## src/rtl/jtcop_vram_arb.sv

```systemverilog
// jtcop_vram_arb: round-robin SDRAM read arbiter for three BAC06 map readers, each with a one-word hit cache
module jtcop_vram_arb #(
    parameter int          AW        = 22,
    parameter logic [AW-1:0] B0_OFFSET = 22'h10_0000,
    parameter logic [AW-1:0] B1_OFFSET = 22'h10_2000,
    parameter logic [AW-1:0] B2_OFFSET = 22'h10_2800
) (
    input  logic          clk,
    input  logic          rst,
    input  logic          b0_cs,
    input  logic [12:0]   b0_addr,
    output logic [15:0]   b0_data,
    output logic          b0_ok,
    input  logic          b1_cs,
    input  logic [10:0]   b1_addr,
    output logic [15:0]   b1_data,
    output logic          b1_ok,
    input  logic          b2_cs,
    input  logic [10:0]   b2_addr,
    output logic [15:0]   b2_data,
    output logic          b2_ok,
    input  logic [2:0]    flush,
    output logic [AW-1:0] ba_addr,
    output logic          ba_rd,
    input  logic          ba_ack,
    input  logic          ba_rdy,
    input  logic [15:0]   data_read
);
    typedef enum logic [1:0] {IDLE, WAIT_ACK, WAIT_RDY} state_t;
    state_t        st;
    logic [12:0]   addr_l [3];
    logic [15:0]   data_l [3];
    logic [12:0]   cur [3];
    logic [AW-1:0] off [3];
    logic [2:0]    cs, hit, miss, valid, valid_n;
    logic [1:0]    rr, r1, r2, sel, gnt;
    logic [12:0]   req_addr;
    logic          kill, cap;
    assign cur = '{b0_addr, {2'b0, b1_addr}, {2'b0, b2_addr}};
    assign off = '{B0_OFFSET, B1_OFFSET, B2_OFFSET};
    assign cs  = {b2_cs, b1_cs, b0_cs};
    always_comb begin
        for (int n = 0; n < 3; n++) hit[n] = cs[n] & valid[n] & (addr_l[n] == cur[n]);
    end
    assign miss = cs & ~hit;
    assign {b2_ok, b1_ok, b0_ok} = hit;
    assign b0_data = data_l[0];
    assign b1_data = data_l[1];
    assign b2_data = data_l[2];
    assign r1  = rr == 2'd2 ? 2'd0 : rr + 2'd1;
    assign r2  = rr == 2'd0 ? 2'd2 : rr - 2'd1;
    assign sel = miss[rr] ? rr : miss[r1] ? r1 : r2;
    assign cap = ba_rdy & ((st == WAIT_ACK & ba_ack) | st == WAIT_RDY);
    // a flush seen at any point of a fetch poisons its result
    always_comb begin
        for (int n = 0; n < 3; n++)
            valid_n[n] = (cap && gnt == 2'(n)) ? ~(kill | flush[n]) : valid[n] & ~flush[n];
    end
    always_ff @(posedge clk or posedge rst) begin
        if (rst) begin
            st       <= IDLE;
            ba_rd    <= 1'b0;
            ba_addr  <= '0;
            valid    <= '0;
            rr       <= '0;
            gnt      <= '0;
            req_addr <= '0;
            kill     <= 1'b0;
            for (int n = 0; n < 3; n++) begin
                addr_l[n] <= '0;
                data_l[n] <= '0;
            end
        end else begin
            valid <= valid_n;
            kill  <= st == IDLE ? |miss & flush[sel] : kill | flush[gnt];
            if (cap) begin
                data_l[gnt] <= data_read;
                addr_l[gnt] <= req_addr;
                rr          <= gnt == 2'd2 ? 2'd0 : gnt + 2'd1;
            end
            case (st)
                IDLE: if (|miss) begin
                    gnt      <= sel;
                    req_addr <= cur[sel];
                    ba_addr  <= off[sel] + AW'(cur[sel]);
                    ba_rd    <= 1'b1;
                    st       <= WAIT_ACK;
                end
                WAIT_ACK: if (ba_ack) begin
                    ba_rd <= 1'b0;
                    st    <= ba_rdy ? IDLE : WAIT_RDY;
                end
                WAIT_RDY: if (ba_rdy) st <= IDLE;
                default: st <= IDLE;
            endcase
        end
    end
endmodule

```

## config.mk

```make
export PLATFORM = sky130hd
export DESIGN_NAME = jtcop_vram_arb
export DESIGN_NICKNAME = d
export VERILOG_FILES = /design/src/rtl/jtcop_vram_arb.sv
export SDC_FILE = /design/constraint.sdc
export NUM_CORES = 1
export LEC_CHECK = 0
export ABC_AREA = 1
export CAP_MARGIN = 10
export CORE_ASPECT_RATIO = 0.9
export CORE_MARGIN = 2
export CORE_UTILIZATION = 50
export DETAILED_ROUTE_END_ITERATION = 8
export PLACE_DENSITY_LB_ADDON = 0.25
export SETUP_SLACK_MARGIN = 0.3
export SYNTH_ARGS = -nofsm -noshare
export SYNTH_HDL_FRONTEND = slang
export SYNTH_SLANG_ARGS = --single-unit
export TNS_END_PERCENT = 1
```

## constraint.sdc

```tcl
create_clock -name clk -period 4.2 [get_ports clk]
set_input_delay 0.63 -clock clk [delete_from_list [all_inputs] [get_ports clk]]
set_output_delay 0.63 -clock clk [all_outputs]
set_load 0.01 [all_outputs]
```

==> flow_results.xml <==
<?xml version="1.0" encoding="UTF-8"?>
<metrics>
  <group name="outcome">
    <metric name="run_status" unit="">finished clean</metric>
  </group>
  <group name="logic_synthesis">
    <metric name="post_synth_fa_ha_maj_area_fraction" unit="%">1.29</metric>
    <metric name="multiplexer_fraction_of_the_synthesized_cell_area" unit="%">0</metric>
    <metric name="synth.cell_area" unit="sq mm">0.00583</metric>
    <metric name="ys_ff_latch" unit="">116</metric>
    <metric name="synth-seq-area-share" unit="%">49.8</metric>
    <metric name="synth.avg_cell_area" unit="sq um">7.98</metric>
    <metric name="synth_area_in_simple_gates" unit="%">23.7</metric>
    <metric name="synthCells" unit="">730</metric>
    <metric name="netlist-cell-type-count" unit="">30</metric>
    <metric name="synth.yosys.warnings" unit="">0</metric>
    <metric name="synth_largest_area_cell" unit="">sky130_fd_sc_hd__dfrtp_1</metric>
    <metric name="synthDominantCellAreaShare" unit="%">49.8</metric>
    <metric name="synth_top_cells_by_area" unit="">sky130_fd_sc_hd__dfrtp_1, sky130_fd_sc_hd__nand2_1, sky130_fd_sc_hd__o21ai_0, sky130_fd_sc_hd__inv_1, sky130_fd_sc_hd__xnor2_1</metric>
    <metric name="synth_top_family_by_area" unit="">simple AND/OR/NAND/NOR gates</metric>
    <metric name="yosys.area_share.xor_xnor" unit="%">2.86</metric>
    <metric name="synth-compound-area-share" unit="%">11.5</metric>
  </group>
  <group name="job">
    <metric name="drv.max_cap_violation_count" unit="">0</metric>
  </group>
  <group name="pwr">
    <metric name="switching_share" unit="%">39.6</metric>
    <metric name="clock_power_share" unit="%">22.2</metric>
    <metric name="sequentialPowerShare" unit="%">33.9</metric>
    <metric name="internal_power" unit="mW">3.55</metric>
    <metric name="max-vdd-ir-drop" unit="V">0.000433</metric>
    <metric name="switchingPower" unit="mW">2.33</metric>
    <metric name="power_per_cell_area" unit="mW/mm^2">770</metric>
    <metric name="cellLeakagePower" unit="nW">3.76</metric>
    <metric name="comb_power_share" unit="%">43.9</metric>
  </group>
  <group name="setup_path">
    <metric name="critical_path_peak_fanout" unit="">31</metric>
    <metric name="worstSetupStartpointType" unit="">input port</metric>
    <metric name="r2r-end" unit="">ba_addr[12]</metric>
    <metric name="cp-endpoint" unit="">ba_addr[12]</metric>
    <metric name="start_of_the_worst_register_to_register_path" unit="">addr_l[2]</metric>
    <metric name="cp_data_arrival_time" unit="ps">3580</metric>
    <metric name="worst_r2r_path_depth" unit="">16</metric>
    <metric name="setup_crit_start" unit="">b2_cs</metric>
    <metric name="worst-r2r-setup-slack" unit="ps">1360</metric>
    <metric name="critPathRequiredTime" unit="ps">4500</metric>
    <metric name="critPathCaptureType" unit="">register</metric>
    <metric name="setup.worst_path.class" unit="">input port to register</metric>
  </group>
  <group name="cells_and_area">
    <metric name="num_antenna_cells" unit="">0</metric>
    <metric name="final_core_util" unit="%">67.0</metric>
    <metric name="count_of_filler_cells_inserted_in_the_layout" unit="">956</metric>
    <metric name="finalNetCount" unit="">909</metric>
    <metric name="post_route_cells_drive_above_1_share" unit="%">9.03</metric>
    <metric name="syn_to_final_growth" unit="%">30.9</metric>
  </group>
  <group name="die">
    <metric name="core_outline_area" unit="sq mm">0.0114</metric>
    <metric name="die_height" unit="um">106</metric>
    <metric name="die_w" unit="um">118</metric>
    <metric name="die_area" unit="sq mm">0.0125</metric>
    <metric name="standard_cell_row_count" unit="">37</metric>
    <metric name="pin_count" unit="">135</metric>
    <metric name="initial_core_util" unit="%">51.2</metric>
  </group>
  <group name="cts">
    <metric name="cts_inserted_buffers" unit="">17</metric>
    <metric name="cts-root-to-sink-buffers" unit="">2</metric>
    <metric name="cts-htree-levels" unit="">4</metric>
    <metric name="cts.root.buffer_cell" unit="">sky130_fd_sc_hd__clkbuf_16</metric>
    <metric name="cts_setup_buffers" unit="">0</metric>
    <metric name="clk_latency" unit="ps">410</metric>
    <metric name="tritoncts_clock_tree" unit="">built</metric>
    <metric name="worst_path_clk_slew" unit="ps">50</metric>
    <metric name="cts_sinks" unit="">116</metric>
    <metric name="cts_hold_buffers" unit="">0</metric>
    <metric name="count_of_cells_resized_by_post_cts_repair" unit="">0</metric>
  </group>
  <group name="detailed_routing">
    <metric name="drt.antenna.violating_nets" unit="">0</metric>
    <metric name="wl_per_cell" unit="um">15.8</metric>
    <metric name="route.detailed.drc" unit="">0</metric>
    <metric name="route.vias.total" unit="">5172</metric>
    <metric name="drt_first_iter_violations" unit="">482</metric>
    <metric name="drt-pass1-iter-count" unit="">5</metric>
    <metric name="totalWireLength" unit="mm">16.0</metric>
    <metric name="vias_per_cell" unit="">5.13</metric>
  </group>
  <group name="grt">
    <metric name="globalRouteOverflowTotal" unit="">0</metric>
    <metric name="global_route.usage.total" unit="%">26.9</metric>
    <metric name="grt_max_degree" unit="">67</metric>
    <metric name="global_route_wire_length_before_repair" unit="mm">26.2</metric>
    <metric name="initial_antenna_violation_count" unit="">0</metric>
    <metric name="grt_pass1_vias" unit="">5173</metric>
  </group>
  <group name="sta">
    <metric name="tightest_slew" unit="ps">1040</metric>
    <metric name="timing.clock.skew" unit="ps">4.36</metric>
    <metric name="relSlewSlack" unit="%">30.4</metric>
    <metric name="finalMaxSlewViolations" unit="">0</metric>
    <metric name="timing.final.crit_period" unit="ps">3280</metric>
    <metric name="layout_worst_path_cycle_share" unit="%">78.2</metric>
    <metric name="report.final.setup_viol" unit="">0</metric>
    <metric name="rsz0062_at_grt" unit="">no</metric>
    <metric name="final-hold-violation-count" unit="">0</metric>
    <metric name="totalNegativeSetupSlack" unit="ps">0</metric>
    <metric name="maxClockFrequency" unit="MHz">305</metric>
  </group>
  <group name="hold_path">
    <metric name="worstHoldPathType" unit="">register to register</metric>
    <metric name="hold_depth" unit="">2</metric>
  </group>
  <group name="place">
    <metric name="io_buffers" unit="">128</metric>
    <metric name="dp_hpwl" unit="mm">11.7</metric>
    <metric name="routabilityCongestion" unit="">0.981</metric>
  </group>
</metrics>
how the worst min path moves through the flow:
stage | start | to | slack [ps]
finish | b2_data[10] | b2_data[10] | 480
floorplan | addr_l[24] | addr_l[24] | 450
detailed placement | b2_data[10] | b2_data[10] | 470
global route | b2_data[5] | b2_data[5] | 510
global placement | b2_data[8] | b2_data[8] | 470
CTS | b2_data[10] | b2_data[10] | 490
layout by cell type (no fill, tap or decap), types with 2 or more instances in the layout:
cell	Yosys	final
sky130_fd_sc_hd__nor4_1	3	3
sky130_fd_sc_hd__conb_1	1	6
sky130_fd_sc_hd__and3_1	2	2
sky130_fd_sc_hd__clkinvlp_4	0	2
sky130_fd_sc_hd__o31ai_1	2	2
sky130_fd_sc_hd__clkinv_2	0	7
sky130_fd_sc_hd__buf_4	17	5
sky130_fd_sc_hd__o21ai_0	97	97
sky130_fd_sc_hd__inv_2	4	4
sky130_fd_sc_hd__nor2_1	37	37
sky130_fd_sc_hd__ha_1	6	6
sky130_fd_sc_hd__nand2_1	218	217
sky130_fd_sc_hd__clkdlybuf4s50_1	0	128
sky130_fd_sc_hd__o2111ai_1	3	3
sky130_fd_sc_hd__clkbuf_16	0	17
sky130_fd_sc_hd__nand3_2	2	2
sky130_fd_sc_hd__a21oi_1	3	3
sky130_fd_sc_hd__nor3_1	3	3
sky130_fd_sc_hd__dfrtp_1	116	116
sky130_fd_sc_hd__nand2_2	19	20
sky130_fd_sc_hd__a21oi_2	11	11
sky130_fd_sc_hd__xnor2_1	19	19
sky130_fd_sc_hd__inv_1	91	90
sky130_fd_sc_hd__a31o_2	2	2
sky130_fd_sc_hd__nor2_2	2	2
sky130_fd_sc_hd__nand4_1	8	8
sky130_fd_sc_hd__nand3_1	33	33
cell families after synthesis:
family,count (synthesis)
AOI/OAI and AO/OA,120
xor gates and xnor gates,19
adders and majority gates,6
buffers and inverters,140
DFF,116
other,1
and+or+nand+nor,328
Yosys cell counts, drive strengths merged:
library cell,n
nand2,238
dfrtp,116
o21ai,97
inv,95
nor2,39
nand3,35
buf,25
clkbuf,20
xnor2,19
a21oi,14
nand4,8
ha,6
nor3,3
nor4,3
o2111ai,3
a31o,2
and3,2
o31ai,2
conb,1
o21bai,1
o22ai,1
flip-flops by register name (all words and copies together) (netlist names), 2 cells and up:
signal / count
rr: 2
b0_data: 16
addr_l: 39
valid: 3
ba_addr: 5
b1_data: 16
st: 2
b2_data: 16
req_addr: 13
gnt: 2
cell type report:
type / count / area (sq um) / area share [%]
Timing Repair Buffer: 133 / 1320 / 17.3
Tap cell: 156 / 195 / 2.56
Sequential cell: 116 / 2900 / 38.1
Clock inverter: 11 / 88.8 / 1.17
Clock buffer: 19 / 443 / 5.81
Multi-Input combinational cell: 479 / 2320 / 30.4
Inverter: 95 / 359 / 4.71
per-stage QoR:
step	cell area (sq um)	instances	worst slack, ps	power [mW]	hold slack, ps
final	7620	1009	916	5.87	482
after global routing	7620	1009	673	6.29	513
after CTS	7620	1009	919	5.88	486
after detailed placement	7090	979	551	4.55	473
after global placement	7090	979	626	4.48	466
after floorplan	5840	735	498	3.58	453
routing by layer:
| metal | up-vias | track usage (%) | routed length, um |
|---|---|---|---|
| met5 | - | 0 | 0 |
| met4 | 0 | 8.61 | 336 |
| met3 | 32 | 7.56 | 1400 |
| met2 | 242 | 41.0 | 7020 |
| met1 | 2411 | 37.5 | 7210 |
| li1 | 2487 | - | - |
power groups by stage:
stage / combinational (mW) / clock, mW / sequential (mW)
after global placement: 2.50 / 0 / 1.98
after detailed placement: 2.56 / 0 / 1.99
final: 2.58 / 1.30 / 1.99
after global routing: 2.87 / 1.37 / 2.05
after CTS: 2.58 / 1.32 / 1.99
after floorplan: 1.58 / 0 / 2.01
worst max-delay path, stage by stage:
cell                              delay, ps
sky130_fd_sc_hd__clkdlybuf4s50_1        600
sky130_fd_sc_hd__nand2_1                 80
sky130_fd_sc_hd__nor3_1                 240
sky130_fd_sc_hd__nand2_1                110
sky130_fd_sc_hd__nor2_1                 100
sky130_fd_sc_hd__nand3_1                190
sky130_fd_sc_hd__nand3_1                150
sky130_fd_sc_hd__nand2_1                 60
sky130_fd_sc_hd__inv_1                   50
sky130_fd_sc_hd__nand2_1                 50
sky130_fd_sc_hd__nand2_2                210
sky130_fd_sc_hd__nand2_4                310
sky130_fd_sc_hd__ha_1                   320
sky130_fd_sc_hd__ha_1                   190
sky130_fd_sc_hd__inv_1                   80
sky130_fd_sc_hd__o21ai_0                 90
sky130_fd_sc_hd__nand2_1                 80
sky130_fd_sc_hd__nand2_1                 40
No activity file was read; power rests on OpenSTA's default activity.
